**src/rtl/vga_timing_gen.sv**
```systemverilog
// vga_timing_gen: pixel-rate divider, 800x525 raster counters, registered
// blank-forced colour and active-low syncs, plus a once-per-frame tick.
// Optional build macro VGA_TEST_PATTERN_EN replaces rgb_in with 8 colour bars.
module vga_timing_gen #(
  parameter int unsigned CLK_DIV      = 4,
  parameter int unsigned H_TOTAL      = 800,
  parameter int unsigned H_SYNC       = 96,
  parameter int unsigned H_DISP_START = 144,
  parameter int unsigned H_DISP_END   = 784,
  parameter int unsigned V_TOTAL      = 525,
  parameter int unsigned V_SYNC       = 2,
  parameter int unsigned V_DISP_START = 35,
  parameter int unsigned V_DISP_END   = 515
) (
  input  logic        clk,
  input  logic        rst,
  input  logic [11:0] rgb_in,
  output logic [9:0]  hCount,
  output logic [9:0]  vCount,
  output logic        bright,
  output logic        pix_tick,
  output logic        frame_tick,
  output logic        hsync,
  output logic        vsync,
  output logic [3:0]  vga_r,
  output logic [3:0]  vga_g,
  output logic [3:0]  vga_b
);

  localparam int unsigned   DW      = (CLK_DIV > 1) ? $clog2(CLK_DIV) : 1;
  localparam logic [DW-1:0] DIV_MAX = DW'(CLK_DIV - 1);
  localparam logic [9:0]    H_MAX   = 10'(H_TOTAL - 1);
  localparam logic [9:0]    V_MAX   = 10'(V_TOTAL - 1);
  localparam logic [9:0]    H_SW    = 10'(H_SYNC);
  localparam logic [9:0]    V_SW    = 10'(V_SYNC);
  localparam logic [9:0]    H_DS    = 10'(H_DISP_START);
  localparam logic [9:0]    H_DE    = 10'(H_DISP_END);
  localparam logic [9:0]    V_DS    = 10'(V_DISP_START);
  localparam logic [9:0]    V_DE    = 10'(V_DISP_END);

  logic [DW-1:0] r_div;
  logic [9:0]    r_h;
  logic [9:0]    r_v;
  logic          r_hs;
  logic          r_vs;
  logic [11:0]   r_rgb;
  logic          w_tick;
  logic          w_hwrap;
  logic          w_vwrap;
  logic          w_bright;
  logic [11:0]   w_col;

  // Pixel-rate divider: counts 0..CLK_DIV-1 and wraps
  always_ff @(posedge clk or posedge rst) begin
    if (rst)                  r_div <= '0;
    else if (r_div == DIV_MAX) r_div <= '0;
    else                      r_div <= r_div + 1'b1;
  end

  // Tick is gated by rst so it reads 0 in reset even when CLK_DIV=1
  assign w_tick   = ~rst & (r_div == DIV_MAX);
  assign w_hwrap  = (r_h == H_MAX);
  assign w_vwrap  = (r_v == V_MAX);
  assign w_bright = (r_h >= H_DS) && (r_h < H_DE) && (r_v >= V_DS) && (r_v < V_DE);

  // Raster counters advance once per pixel tick
  always_ff @(posedge clk or posedge rst) begin
    if (rst) begin
      r_h <= '0;
      r_v <= '0;
    end else if (w_tick) begin
      if (w_hwrap) begin
        r_h <= '0;
        r_v <= w_vwrap ? '0 : r_v + 1'b1;
      end else begin
        r_h <= r_h + 1'b1;
      end
    end
  end

`ifdef VGA_TEST_PATTERN_EN
  localparam int unsigned BAR_W = (H_DISP_END - H_DISP_START) / 8;
  logic [9:0] w_hoff;
  logic [2:0] w_bar;

  // Colour-bar generator: bar index from offset into the visible line
  always_comb begin
    w_hoff = r_h - H_DS;
    w_bar  = '0;
    for (int unsigned k = 1; k < 8; k++) begin
      if (w_hoff >= 10'(k * BAR_W)) w_bar = 3'(k);
    end
    case (w_bar)
      3'd0:    w_col = 12'hFFF;
      3'd1:    w_col = 12'hFF0;
      3'd2:    w_col = 12'h0FF;
      3'd3:    w_col = 12'h0F0;
      3'd4:    w_col = 12'hF0F;
      3'd5:    w_col = 12'hF00;
      3'd6:    w_col = 12'h00F;
      default: w_col = 12'h000;
    endcase
  end
`else
  assign w_col = rgb_in;
`endif

  // Output stage: syncs and colour register the current pixel on each tick
  always_ff @(posedge clk or posedge rst) begin
    if (rst) begin
      r_hs  <= 1'b1;
      r_vs  <= 1'b1;
      r_rgb <= '0;
    end else if (w_tick) begin
      r_hs  <= ~(r_h < H_SW);
      r_vs  <= ~(r_v < V_SW);
      r_rgb <= w_bright ? w_col : '0;
    end
  end

  assign hCount     = r_h;
  assign vCount     = r_v;
  assign bright     = w_bright;
  assign pix_tick   = w_tick;
  assign frame_tick = w_tick & w_hwrap & w_vwrap;
  assign hsync      = r_hs;
  assign vsync      = r_vs;
  assign vga_r      = r_rgb[11:8];
  assign vga_g      = r_rgb[7:4];
  assign vga_b      = r_rgb[3:0];

endmodule

```
**config.mk**
```make
export PLATFORM = sky130hd
export DESIGN_NAME = vga_timing_gen
export DESIGN_NICKNAME = d
export VERILOG_FILES = /design/src/rtl/vga_timing_gen.sv
export SDC_FILE = /design/constraint.sdc
export NUM_CORES = 1
export LEC_CHECK = 0
export BUFFER_PORTS_ARGS = -buffer_cell sky130_fd_sc_hd__buf_2
export CAP_MARGIN = 5
export CORE_AREA = 2 2 66 68
export CTS_CLUSTER_DIAMETER = 60
export DETAILED_ROUTE_END_ITERATION = 6
export DIE_AREA = 0 0 68 70
export MAX_ROUTING_LAYER = met4
export PLACE_DENSITY = 0.72
export SETUP_SLACK_MARGIN = 0.3
export SLEW_MARGIN = 20
export SYNTH_ARGS = -nofsm -noshare
export SYNTH_HDL_FRONTEND = slang
export SYNTH_SLANG_ARGS = --single-unit
```
**constraint.sdc**
```tcl
create_clock -name clk -period 2.7 [get_ports clk]
set_input_delay 0.81 -clock clk [delete_from_list [all_inputs] [get_ports clk]]
set_output_delay 0.81 -clock clk [all_outputs]
set_load 0.01 [all_outputs]
```
==> summary.md <==
| Metric | Value |
|---|---|
| Nature of the critical path endpoint | output pin |
| Clock network latency to the later pin of the worst-skew pair | 290 ps |
| Least-Margin Pin Slew | 422.8 ps |
| Type of the most critical hold path | flip-flop to flip-flop |
| Wl on met1 | 1807 um |
| Cells along the critical path | buf_6 -> nand3b_1 -> or4_4 -> nor2_4 -> buf_6 |
| Most used DFF post-synth | sky130_fd_sc_hd__dfrtp_1 |
| Worst Setup Slack post-DPL | -40.17 ps |
| Routed met3 length | 293 um |
| Register area share after synthesis | 50.99% |
| Number of failing hold endpoints at the final stage | 0 |
| Vertical die dimension | 70 um |
| Post-route worst setup slack | 49.54 ps |
| Initial antenna violation count | 0 |
| Worst hold start | r_div[0]$_DFF_PP0_ |
| Path type of the worst setup path | input pin to output pin |
| FFs w/ async S/R, synth | 100.0% |
| Number of placed instances, taps included | 289 |
| Routability Congestion | 0.8357 |
| Reported leakage power | 1.223 nW |
| ANT nets after route | 0 |
| Count of cells along the worst register-to-register path | 5 |
| Wire length per cell | 13.29 um |
| Post-Syn Instances | 186 |
| Synthesized flop and latch total | 36 |
| DRC Markers | 0 |
| Top routing layer in use | met4 |
| TritonCTS sink count | 36 |
| PD cells | 479.8 nW/um^2 |
| Post-synth EDFFs | 0 |
| Iter 0 DRT Violations | 120 |
| IR Drop Worst-Case VDD | 268.5 uV |
| Depth of the CTS H-tree | 2 |
| First-pass DRT Iterations | 4 |
| Maximum clock rate | 377.3 MHz |
| Most common cell after layout, fill and taps aside | sky130_fd_sc_hd__buf_2 |
| Area overhead of the layout relative to synthesis | 32.49% |
| Final nets | 267 |
| Synthesized area per cell | 9.525 um^2 |
| Post-synthesis cell type with the largest combined area | sky130_fd_sc_hd__dfrtp_1 |
| Met2 wire length | 1834 um |
| Share of the synthesized area in the top cell type | 48.02% |
| Share of final-layout standard cells stronger than drive strength 1 | 36.14% |
| Wirelength, routed | 3999 um |
| Port-buffer cells | 50 |
| End of the worst hold path | r_div[0]$_DFF_PP0_ |
| Clock root cell | sky130_fd_sc_hd__clkbuf_8 |
| Min cycle time layout | 2650 ps |
| Cell mode on critical path | sky130_fd_sc_hd__buf_6 |
| Period Utilization, post-route | 98.17% |
| Max-cap check violation count | 0 |
| DIE WIDTH | 68 um |
| Startpoint of the most critical register-to-register path | hCount[5]$_DFFE_PP0P_ |
| Slew Limit Headroom | 71.08% |
| Leading cell types in the layout, fill and taps excluded | sky130_fd_sc_hd__buf_2 (47), sky130_fd_sc_hd__dfrtp_1 (26), sky130_fd_sc_hd__inv_1 (22), sky130_fd_sc_hd__nand2_1 (22) |
| Hold Path Stages | 1 |
| Fin. max-slew vios | 0 |
| Clock skew after layout | 4.666 ps |
| Layout filler cell count | 384 |
| Row cnt | 24 |
| Total via count after detailed routing | 1586 |
| Run status | complete, no violations |
| Count of distinct cell types in the synthesized netlist | 38 |
| Top area cells in the synthesized netlist | sky130_fd_sc_hd__dfrtp_1 (48%), sky130_fd_sc_hd__o31ai_1 (5.5%), sky130_fd_sc_hd__inv_1 (4.7%) |
| Post-route insts no fill | 301 |
| Worst reg2reg setup slack | 680 ps |
| Area of the die | 4760 um^2 |
| Type of origin of the critical path | input pin |
| Critical-path maximum fanout | 3 |
| Finished Core Util | 56.64% |
| Crit path required time | 1890 ps |
| Avg Vias per Cell | 5.269 |
| Critical R2R Capture | vCount[3]$_DFFE_PP0P_ |
| Post-synth net total | 205 |
| Endpoint arrival time on the critical path | 1840 ps |
| Pin count of the biggest net entering global routing | 37 |
| CTS tree | done |
| Detailed Place HPWL | 2815 um |
| Ys Warns | 0 |
| Area of the mapped netlist | 1772 um^2 |
| Cell type of the slowest stage on the worst timing path | sky130_fd_sc_hd__or4_4 |
| Number of failing setup endpoints in the final timing report | 0 |
| Number of buffers inserted during clock tree synthesis | 5 |
| Maximum count of clock buffers along a single path | 2 |
| Wire length of the first global-routing pass | 6624 um |
| Slowest cell delay on critical path | 530 ps |
| Number of diodes | 0 |
| Vias in the first global route | 1426 |
| Clock transition at the register clock pins on the worst setup and hold paths after CTS | 70 ps |
| Std-Cell Core Area | 4144 um^2 |
| Post-CTS Hold Fix Bufs | 0 |
| Pwr Total | 1.126 mW |
| Overall fraction of global-route tracks in use | 18.95% |
| Effective utilization at floorplan | 42.75% |
| Remaining Overflow, GRT | 0 |
| RSZ-0062 raised after global routing | yes |
| Number of I/O pins | 51 |
==> state kept, by name, indices dropped and copies added (netlist names) <==
| register | flops |
|---|---|
| hCount | 10 |
| vCount | 10 |
| r_div | 2 |
| hsync | 1 |
| vsync | 1 |
| r_rgb | 12 |
==> layout make-up <==
| type | count | area [um^2] | area share, % |
|---|---|---|---|
| clock buffers | 8 | 100.1 | 4.264 |
| inverters | 22 | 82.58 | 3.518 |
| multi-input cells | 120 | 819.5 | 34.91 |
| flip-flops and latches | 36 | 913.4 | 38.91 |
| well taps | 52 | 65.06 | 2.772 |
| repair buffers | 63 | 366.6 | 15.62 |
==> worst max path at each step <==
stage | start | end | cells past startpoint
after floorplan | rst | frame_tick | 4
after global placement | rst | frame_tick | 5
after detailed placement | rst | frame_tick | 5
after CTS | rst | frame_tick | 5
after global routing | rst | frame_tick | 5
final | rst | frame_tick | 5
==> routing by layer <==
layer | GRT usage [%] | up-vias
met3 | 4.992 | 8
li1 | - | 763
met4 | 6.444 | 0
met1 | 24.87 | 755
met2 | 28.37 | 60
met5 | - | -
==> report_power, final <==
| group | total (mW) | switching [mW] | leakage, nW | internal (mW) |
|---|---|---|---|---|
| Sequential | 0.609 | 0.0430 | 0.454 | 0.566 |
| Combinational | 0.105 | 0.0567 | 0.718 | 0.0484 |
| Clock | 0.412 | 0.180 | 0.0515 | 0.233 |
| Total | 1.13 | 0.279 | 1.22 | 0.847 |
==> worst max-delay path, delay by kind of cell <==
kind,cells,cell delay (ps)
and+or+nand+nor,3,830
buffers and inverters,2,200
==> Yosys cell counts, types with 6 or more instances <==
| cell type | number |
|---|---|
| sky130_fd_sc_hd__dfrtp_1 | 34 |
| sky130_fd_sc_hd__inv_1 | 22 |
| sky130_fd_sc_hd__nand2_1 | 22 |
| sky130_fd_sc_hd__o31ai_1 | 13 |
| sky130_fd_sc_hd__nor2_1 | 10 |
| sky130_fd_sc_hd__xnor2_1 | 8 |
| sky130_fd_sc_hd__nand4_1 | 7 |
| sky130_fd_sc_hd__nand3_1 | 6 |
==> per-stage QoR <==
stage          hold slack [ps]  instance area [um^2]  TNS, ps
3_3_place_gp             416.6                  2135   -43.24
6_report                 434.5                  2347        0
2_1_floorplan            403.1                  1795        0
5_1_grt                  439.8                  2347        0
3_5_place_dp             417.1                  2135   -40.17
4_1_cts                  434.9                  2273        0
==> timing repair <==
| action | 4_1_cts | 5_1_grt |
|---|---|---|
| setup buffers | 0 | 4 |
| endpoints found under the hold margin | 0 | 0 |
| pin swaps | 3 | 2 |
| gates resized for setup | 8 | 12 |
| setup endpoints to repair | 2 | 2 |
==> cells by family (layout without fill, tap and decap cells) <==
group | Yosys count | count (layout) | share of synthesized area [%]
compound gates | 32 | 32 | 12.29
xor+xnor | 11 | 11 | 5.438
flops | 36 | 36 | 50.99
fa+ha+maj | 5 | 5 | 3.531
simple gates | 71 | 71 | 20.62
mux | 1 | 1 | 0.5650
buf+inv | 30 | 93 | 6.568
(Power assumes the default switching activity.)
